[config.mk]
export PLATFORM = sky130hd
export DESIGN_NAME = led_scan_sequencer
export DESIGN_NICKNAME = d
export VERILOG_FILES = /design/src/rtl/led_seq_pkg.sv /design/src/rtl/step_prescaler.sv /design/src/rtl/led_scan_sequencer.sv
export SDC_FILE = /design/constraint.sdc
export NUM_CORES = 1
export LEC_CHECK = 0
export ABC_AREA = 1
export CORE_MARGIN = 4
export CORE_UTILIZATION = 55
export CTS_CLUSTER_DIAMETER = 150
export DETAILED_ROUTE_END_ITERATION = 8
export HOLD_SLACK_MARGIN = 0.06
export PLACE_DENSITY = 0.75
export SYNTH_ARGS = -nofsm -noshare
export SYNTH_HDL_FRONTEND = slang
export SYNTH_SLANG_ARGS = --single-unit
export TNS_END_PERCENT = 30
[constraint.sdc]
create_clock -name clk -period 1.9 [get_ports clk]
set_input_delay 0.38 -clock clk [delete_from_list [all_inputs] [get_ports clk]]
set_output_delay 0.38 -clock clk [all_outputs]
set_load 0.01 [all_outputs]
[src/rtl/led_seq_pkg.sv]
// Shared encodings and sizing helper for the LED scan sequencer and its prescaler.
package led_seq_pkg;

  typedef enum logic [1:0] {
    ST_UP       = 2'd0,
    ST_HOLD_TOP = 2'd1,
    ST_DOWN     = 2'd2,
    ST_HOLD_BOT = 2'd3
  } state_e;

  typedef enum logic [1:0] {
    MODE_BOUNCE = 2'd0,
    MODE_WRAP   = 2'd1,
    MODE_FILL   = 2'd2,
    MODE_OFF    = 2'd3
  } mode_e;

  // Ceiling log2, never below 1 so the result can always size a vector.
  function automatic int unsigned clog2(input int unsigned value);
    int unsigned r;
    r = 1;
    while ((64'd1 << r) < 64'(value)) r++;
    return r;
  endfunction

endpackage

[src/rtl/step_prescaler.sv]
// Free-running step prescaler: one step every PRESCALE cycles while run is high.
module step_prescaler
  import led_seq_pkg::*;
#(
  parameter int unsigned PRESCALE = 25000000
) (
  input  logic clk,
  input  logic btn,
  input  logic run,
  output logic step_c,
  output logic step_tick
);

  localparam int unsigned CW = clog2(PRESCALE);
  localparam logic [CW-1:0] CNT_LAST = CW'(PRESCALE - 1);

  logic [CW-1:0] r_count;
  logic          r_tick;

  // Step fires on the edge where the count sits at its last value.
  assign step_c    = run && (r_count == CNT_LAST);
  assign step_tick = r_tick;

  always_ff @(posedge clk) begin
    if (btn) begin
      r_count <= '0;
      r_tick  <= 1'b0;
    end else begin
      r_tick <= step_c;
      if (run) r_count <= step_c ? '0 : r_count + CW'(1);
    end
  end

endmodule

[src/rtl/led_scan_sequencer.sv]
// Scan state machine and LED decode for the 8-LED bounce/wrap/fill display.
module led_scan_sequencer
  import led_seq_pkg::*;
#(
  parameter int unsigned WIDTH    = 8,
  parameter int unsigned PRESCALE = 25000000,
  parameter int unsigned DWELL    = 2
) (
  input  logic                     clk,
  input  logic                     btn,
  input  logic                     run,
  input  logic [1:0]               mode,
  output logic                     step_tick,
  output logic [WIDTH-1:0]         Led,
  output logic [clog2(WIDTH)-1:0]  pos,
  output logic                     dir
);

  localparam int unsigned PW = clog2(WIDTH);
  localparam int unsigned DW = clog2(DWELL + 1);
  localparam logic [PW-1:0] POS_TOP  = PW'(WIDTH - 1);
  localparam logic [DW-1:0] DWELL_END = DW'(DWELL);

  state_e          r_state, w_state_nxt;
  logic [PW-1:0]   r_pos, w_pos_nxt;
  logic            r_dir, w_dir_nxt;
  logic [DW-1:0]   r_dwell, w_dwell_nxt;
  logic [WIDTH-1:0] r_led, w_led_nxt;
  logic            w_step_c;
  mode_e           w_mode;

  assign w_mode = mode_e'(mode);
  assign Led    = r_led;
  assign pos    = r_pos;
  assign dir    = r_dir;

  step_prescaler #(.PRESCALE(PRESCALE)) u_prescaler (
    .clk      (clk),
    .btn      (btn),
    .run      (run),
    .step_c   (w_step_c),
    .step_tick(step_tick)
  );

  always_ff @(posedge clk) begin
    if (btn) begin
      r_state <= ST_UP;
      r_pos   <= '0;
      r_dir   <= 1'b0;
      r_dwell <= '0;
      r_led   <= WIDTH'(1);
    end else begin
      r_state <= w_state_nxt;
      r_pos   <= w_pos_nxt;
      r_dir   <= w_dir_nxt;
      r_dwell <= w_dwell_nxt;
      r_led   <= w_led_nxt;
    end
  end

  // Scan advance happens only on a step; LED decode follows next-state pos every cycle.
  always_comb begin
    w_state_nxt = r_state;
    w_pos_nxt   = r_pos;
    w_dir_nxt   = r_dir;
    w_dwell_nxt = r_dwell;
    w_led_nxt   = '0;

    if (w_step_c) begin
      case (w_mode)
        MODE_WRAP: begin
          w_pos_nxt   = (r_pos == POS_TOP) ? '0 : r_pos + PW'(1);
          w_dir_nxt   = 1'b0;
          w_state_nxt = ST_UP;
          w_dwell_nxt = '0;
        end
        MODE_OFF: ;
        default: begin
          case (r_state)
            ST_UP: begin
              if (r_pos != POS_TOP) begin
                w_pos_nxt = r_pos + PW'(1);
              end else if (DWELL == 0) begin
                w_state_nxt = ST_DOWN;
                w_pos_nxt   = r_pos - PW'(1);
                w_dir_nxt   = 1'b1;
              end else begin
                w_state_nxt = ST_HOLD_TOP;
                w_dwell_nxt = DW'(1);
              end
            end
            ST_HOLD_TOP: begin
              if (r_dwell == DWELL_END) begin
                w_state_nxt = ST_DOWN;
                w_pos_nxt   = r_pos - PW'(1);
                w_dir_nxt   = 1'b1;
                w_dwell_nxt = '0;
              end else begin
                w_dwell_nxt = r_dwell + DW'(1);
              end
            end
            ST_DOWN: begin
              if (r_pos != '0) begin
                w_pos_nxt = r_pos - PW'(1);
              end else if (DWELL == 0) begin
                w_state_nxt = ST_UP;
                w_pos_nxt   = r_pos + PW'(1);
                w_dir_nxt   = 1'b0;
              end else begin
                w_state_nxt = ST_HOLD_BOT;
                w_dwell_nxt = DW'(1);
              end
            end
            default: begin
              if (r_dwell == DWELL_END) begin
                w_state_nxt = ST_UP;
                w_pos_nxt   = r_pos + PW'(1);
                w_dir_nxt   = 1'b0;
                w_dwell_nxt = '0;
              end else begin
                w_dwell_nxt = r_dwell + DW'(1);
              end
            end
          endcase
        end
      endcase
    end

    for (int unsigned i = 0; i < WIDTH; i++) begin
      case (w_mode)
        MODE_FILL: w_led_nxt[i] = (PW'(i) <= w_pos_nxt);
        MODE_OFF:  w_led_nxt[i] = 1'b0;
        default:   w_led_nxt[i] = (PW'(i) == w_pos_nxt);
      endcase
    end
  end

endmodule

==> impl_metrics.env, run 1 <==
export IMPL_die_width_um=76.4
export IMPL_synth_edf_count=0
export IMPL_core_area_mm2=0.00444
export IMPL_avgSynthCellArea_um2=6.77
export IMPL_cp_start_kind="flop"
export IMPL_track_usage=0.215
export IMPL_fmaxAchievable_mhz=544
export IMPL_path_clk_slew_ns=0.08
export IMPL_area_growth_pct=27.2
export IMPL_worstPathRequired_ns=2.08
export IMPL_busiest_layer="met2"
export IMPL_synthSimpleGateAreaFrac=0.386
export IMPL_seq_power_share=0.529
export IMPL_ys_ff_latch=42
export IMPL_leakagePower_uw=0.00146
export IMPL_rsz0062_at_grt="yes"
export IMPL_synth_nets=396
export IMPL_synth_area_top_cells="dfxtp_1 (33%), nand2_1 (12%), inv_1 (8.0%), nor2_1 (5.5%), ha_1 (5.4%)"
export IMPL_synthAdderAreaFrac=0.0535
export IMPL_drt_iter0_drc=191
export IMPL_whs_path_depth=2
export IMPL_drv_slew=0
export IMPL_synth_xor_area_frac=0.00681
export IMPL_r2r_setup_slack_ns=0.06
export IMPL_die_area_mm2=0.00583
export IMPL_grt_use_met2=0.352
export IMPL_n_antenna_cell=0
export IMPL_synth_compound_area_frac=0.136
export IMPL_pwr_share_comb=0.056
export IMPL_synth_top_cell_area_share=0.327
export IMPL_status="complete, no violations"
export IMPL_grt_pass1_wl_mm=10.4
export IMPL_switching_share=0.214
export IMPL_synth_top_area_cell="dfxtp_1"
export IMPL_p_total_uw=1670
export IMPL_peakVddDrop_mv=0.393
export IMPL_min_period_over_period=0.968
export IMPL_finalHoldViolations=0
export IMPL_critPathCapture="Led[3]"
export IMPL_htreeDepth=2
export IMPL_worst_path_max_fanout=5
export IMPL_muxShareOfSynthArea=0
export IMPL_cap_violations=0
export IMPL_r2r_cells=13
export IMPL_arrival_ns=2.02
export IMPL_stdcell_count=490
export IMPL_synth_top_family_by_area="simple AND/OR/NAND/NOR gates"
export IMPL_r2r_end="Led[3]"
export IMPL_io_pins=18
export IMPL_synth_distinct_cells=37
export IMPL_ys_warnings_count=0
export IMPL_port_buffers=17
export IMPL_routed_via_density=5.41
export IMPL_intPower_uw=1320
export IMPL_yosysMostFrequentCell="nand2_1"
export IMPL_synth_ff_type="dfxtp_1"
export IMPL_grt_overflow=0
export IMPL_max_slew_margin=0.735
export IMPL_dieHeight_um=76.4
export IMPL_ant_nets=0
export IMPL_async_reset_ff_frac=0
export IMPL_vias=2649
export IMPL_clock_latency_ns=0.29
export IMPL_synthCells=380
export IMPL_grt_max_degree=13
export IMPL_syn_cell_area_mm2=0.00257
export IMPL_reg2reg_from="pos[0]"
export IMPL_tritoncts="built"
export IMPL_use_met1=0.290
export IMPL_clkSinkCount=42
export IMPL_setup_viol=0
export IMPL_synth_seq_area_share=0.327
export IMPL_met3_usage=0.0485
export IMPL_period_minus_slack_ns=1.84
export IMPL_dp_hpwl_mm=4.87
export IMPL_wl_per_cell_um=13.0
export IMPL_worst_pin_slew_ns=0.395
export IMPL_final_nets=453
export IMPL_route_detailed_drc=0
export IMPL_wl_mm=6.37
export IMPL_fin_worst_skew_ns=0.00615
export IMPL_grt_pass1_vias=2338
export IMPL_powerDensity_mw_per_mm2=512
export IMPL_finalSetupTns_ns=0
export IMPL_core_rowCount=24
export IMPL_antenna_found_initial=0
export IMPL_cts_root_buffer="clkbuf_8"
export IMPL_cts_buffers=5
export IMPL_first_pass_iters=5
export IMPL_gp_congestion=0.937
export IMPL_crit_start="pos[0]"
export IMPL_hp_class="reg -> reg"
export IMPL_dp_cells=477
export IMPL_cts_buffer_depth=2
export IMPL_start_util=0.579
export IMPL_switchingPower_uw=358
export IMPL_endpoint_kind="flop"
export IMPL_clockPowerShare=0.415
export IMPL_drive_gt1_frac=0.235
export IMPL_netlist_top_cells_count="nand2_1 (85), inv_1 (55), dfxtp_1 (42), nor2_1 (38), nand3_1 (27)"
export IMPL_setup_worst_path_class="reg -> reg"
[logic make-up (layout without fill, tap and decap cells)]
kind of cell | Yosys count | after routing
flops | 42 | 42
fa+ha+maj | 11 | 11
xor+xnor | 2 | 2
compound gates | 59 | 59
simple gates | 204 | 204
buf+inv | 62 | 120
[worst min path at each step]
stage | startpoint | end | slack (ns)
floorplan | u_prescaler.r_count[13] | u_prescaler.r_count[13] | 0.45
global placement | dir | dir | 0.47
detailed placement | dir | dir | 0.46
CTS | dir | dir | 0.48
global route | u_prescaler.r_count[0] | u_prescaler.r_count[0] | 0.50
finish | dir | dir | 0.48
[layout make-up]
class	count	area [um^2]
Multi-Input combinational cell	276	1590
Clock inverter	1	30.0
Tap cell	52	65.1
Fill cell	366	1170
Sequential cell	42	851
Timing Repair Buffer	52	433
Clock buffer	7	76.3
Inverter	60	225
[worst max-delay path, cell delays in order, from the launching register on]
cell     delay (ns)
dfxtp_4        0.37
ha_4           0.16
ha_2           0.16
buf_4          0.13
nand2_2        0.06
nand2_2        0.06
a21oi_2        0.15
nand3_2        0.08
nand2_2        0.08
nand2_2        0.07
nand2_4        0.09
inv_1          0.07
a21oi_1        0.17
nor2_1         0.07
[power groups by stage]
stage | Combinational (uW) | Clock, uW | Sequential [uW]
after floorplan | 43.8 | 0 | 909
after global placement | 88.7 | 0 | 909
after detailed placement | 90.2 | 0 | 909
after CTS | 90.4 | 703 | 888
after global routing | 104 | 747 | 887
final | 93.3 | 694 | 886
[state kept, by name, indices dropped and copies added (netlist names)]
name / cells
u_prescaler.step_tick: 1
r_state: 2
pos: 3
Led: 8
dir: 1
r_dwell: 2
u_prescaler.r_count: 25
[metrics by stage]
step / setup WS, ns / area (um^2) / util / hold slack, ns
after global routing: -0.0368 / 3270 / 0.736 / 0.503
after global placement: -0.102 / 3020 / 0.680 / 0.470
after floorplan: 0.103 / 2570 / - / 0.454
after CTS: 0.00830 / 3130 / 0.705 / 0.478
final: 0.0609 / 3270 / 0.736 / 0.481
after detailed placement: -0.144 / 3020 / 0.680 / 0.464
[timing repair]
action                                  CTS  global route
hold buffers                              0             0
gates resized for setup                   2            29
setup buffers                             0             5
pin swaps                                 0             7
endpoints found under the setup margin    3            16
[cells in the final DEF (no fill, tap or decap), types with 3 or more instances in the layout]
cell,n
inv_2,6
nand3_1,26
nand2_2,17
nor2_1,36
clkdlybuf4s50_1,17
nand2_1,77
a21oi_1,23
o211ai_1,3
o21ai_0,12
nor2_2,9
nor2_4,5
dfxtp_1,38
o21ai_1,3
clkbuf_8,5
buf_4,35
ha_1,7
nor3_1,14
a21oi_2,3
nor3_2,3
nand4_1,4
inv_1,53
o21a_1,3
a211oi_1,6
[metal layers]
layer | up-vias | share of wire
met1 | 1214 | 0.47
met4 | 0 | 0.011
met3 | 8 | 0.056
met2 | 75 | 0.46
li1 | 1352 | -
met5 | - | 0
No activity file was read; power rests on OpenSTA's default activity.
==> run 2, diff against run 1 <==
- ABC_AREA: 1 -> default
- PLACE_DENSITY: 0.75 -> 0.76
==> impl_metrics.env, run 2 <==
export IMPL_status="finished, violations left"
export IMPL_violations="setup timing"
export IMPL_finalHoldViolations=0
export IMPL_pwr_share_comb=0.063
export IMPL_path_clk_slew_ns=0.08
export IMPL_cts_buffers=5
export IMPL_setup_viol=39
export IMPL_hp_class="reg -> reg"
export IMPL_io_pins=18
export IMPL_period_minus_slack_ns=2.46
export IMPL_die_area_mm2=0.00522
export IMPL_largest_reg_flops=25
export IMPL_core_area_mm2=0.00400
export IMPL_mostFrequentLayoutCell="buf_4"
export IMPL_area_growth_pct=48.4
export IMPL_wl_mm=5.98
export IMPL_mostFrequentLayoutCells="buf_4 (82), nor2_1 (39), dfxtp_1 (35), clkdlybuf4s50_1 (17), nand2_1 (15)"
export IMPL_min_period_over_period=1.30
export IMPL_seq_power_share=0.578
export IMPL_port_buffers=17
export IMPL_fmaxAchievable_mhz=406
export IMPL_worstPathRequired_ns=2.14
export IMPL_clock_latency_ns=0.29
export IMPL_die_width_um=72.3
export IMPL_setup_worst_path_class="reg -> reg"
export IMPL_dieHeight_um=72.3
export IMPL_fin_worst_skew_ns=0.00894
export IMPL_core_rowCount=23
export IMPL_cts_root_buffer="clkbuf_8"
export IMPL_synth_distinct_cells=47
export IMPL_dp_cells=408
export IMPL_rsz0062_at_grt="yes"
export IMPL_intPower_uw=1190
export IMPL_clockPowerShare=0.359
export IMPL_cap_violations=0
export IMPL_worst_pin_slew_ns=0.543
export IMPL_htreeDepth=2
export IMPL_synthCells=266
export IMPL_drive_gt1_frac=0.366
export IMPL_avgSynthCellArea_um2=8.54
export IMPL_fin_area_mm2=0.00337
export IMPL_yosysMostFrequentCell="nor2_1"
export IMPL_netlist_top_cells_count="nor2_1 (44), dfxtp_1 (42), nand2_1 (16), xor2_1 (14), inv_1 (13)"
export IMPL_grt_overflow=0
export IMPL_routed_via_density=5.44
export IMPL_ys_ff_latch=42
export IMPL_ys_warnings_count=0
export IMPL_switching_share=0.223
export IMPL_synth_area_top_cells="dfxtp_1 (37%), nor2_1 (7.3%), ha_1 (6.1%), xor2_1 (5.4%), xnor2_1 (4.2%)"
export IMPL_worst_slack_ns=-0.564
export IMPL_drt_iter0_drc=138
export IMPL_switchingPower_uw=340
export IMPL_start_util=0.568
export IMPL_leakagePower_uw=0.00136
export IMPL_endpoint_kind="flop"
export IMPL_ant_nets=0
export IMPL_cts_buffer_depth=2
export IMPL_grt_pass1_vias=2216
export IMPL_max_slew_margin=0.637
export IMPL_gp_congestion=0.901
export IMPL_peakVddDrop_mv=0.592
export IMPL_hold_buffers=0
export IMPL_synth_top_cell_area_share=0.370
export IMPL_drv_slew=0
export IMPL_largest_register="u_prescaler.r_count"
export IMPL_route_detailed_drc=0
export IMPL_vias=2280
export IMPL_synth_edf_count=0
export IMPL_synth_nets=282
export IMPL_first_pass_iters=4
export IMPL_final_nets=384
export IMPL_clkSinkCount=42
export IMPL_n_antenna_cell=0
export IMPL_arrival_ns=2.71
export IMPL_synth_ff_type="dfxtp_1"
export IMPL_place_ws_ns=-0.606
export IMPL_cp_start_kind="flop"
export IMPL_syn_cell_area_mm2=0.00227
export IMPL_wl_per_cell_um=14.3
export IMPL_track_usage=0.238
export IMPL_grt_max_degree=24
export IMPL_powerDensity_mw_per_mm2=453
export IMPL_dp_hpwl_mm=4.30
export IMPL_grt_pass1_wl_mm=9.75
export IMPL_synth_seq_area_share=0.370
export IMPL_antenna_found_initial=0
export IMPL_dpl_cell_area_mm2=0.00316
export IMPL_async_reset_ff_frac=0
export IMPL_tritoncts="built"
export IMPL_stdcell_count=419
export IMPL_synth_top_area_cell="dfxtp_1"
export IMPL_worst_path_max_fanout=4
-- run 2: cell count changes after synthesis, moves of 11 or more --
cell,previous run,this run
a21oi_1,25,9
nand3_1,27,10
inv_1,55,13
nand2_1,85,16
xnor2_1,0,11
xor2_1,2,14
-- run 2: path summary, 6_finish.rpt --
| kind | from | cells past startpoint | slack [ns] | to |
|---|---|---|---|---|
| setup / recovery | u_prescaler.r_count[10] | 7 | -0.56 | Led[1] |
| setup reg to reg | u_prescaler.r_count[10] | 7 | -0.56 | Led[1] |
| hold reg to reg | r_state[1] | 2 | 0.53 | r_state[1] |
| hold / removal | r_state[1] | 2 | 0.53 | r_state[1] |
-- run 2: cell families after synthesis --
group	count (synthesis)	synth area share
fa+ha+maj	11	0.0606
compound gates	42	0.136
buf+inv	20	0.0330
xor+xnor	25	0.0964
flops	42	0.370
simple gates	125	0.299
mux	1	0.00496
-- run 2: metal layers --
metal  global-route usage  vias to the layer above  part of all wire
met1                0.274                     1068              0.42
met3               0.0499                       20             0.036
met2                0.424                       54              0.51
met4                0.100                        0             0.030
met5                    0                        -                 0
li1                     -                     1138                 -
-- run 2: critical path, stage by stage, from the launching register on --
cell and delay [ns]:
dfxtp_2 0.33, or4b_4 0.51, or4_4 0.62, o21ai_2 0.17
o211ai_1 0.14, buf_4 0.16, nor3_1 0.27, a31o_2 0.20
-- run 2: per-stage QoR --
step | utilization | hold WS [ns] | power, uW | setup TNS (ns)
2_1_floorplan | - | 0.454 | 943 | -3.17
3_3_place_gp | 0.789 | 0.458 | 992 | -11.18
3_5_place_dp | 0.789 | 0.506 | 993 | -12.68
4_1_cts | 0.826 | 0.530 | 1530 | -5.46
5_1_grt | 0.843 | 0.552 | 1580 | -10.10
6_report | 0.843 | 0.531 | 1530 | -6.95
-- run 2: what timing repair did --
item                       4_1_cts  5_1_grt
setup endpoints to repair       39       39
cloned                           0        0
buffers inserted                 5        1
pin swaps                        9       11
gates resized for setup         12       16
-- run 2: layout make-up --
| cell class | count | area (um^2) |
|---|---|---|
| multi-input cells | 204 | 1500 |
| flip-flops and latches | 42 | 855 |
| repair buffers | 102 | 828 |
| fillers | 241 | 628 |
| clock buffers | 8 | 80.1 |
| well taps | 50 | 62.6 |
| inverters | 13 | 48.8 |
-- run 2: power by group through the flow --
stage	combinational (uW)	sequential (uW)	clock, uW
floorplan	37.0	906	0
global placement	88.2	904	0
detailed placement	89.6	904	0
CTS	92.0	883	558
global route	103	884	598
finish	96.3	883	548
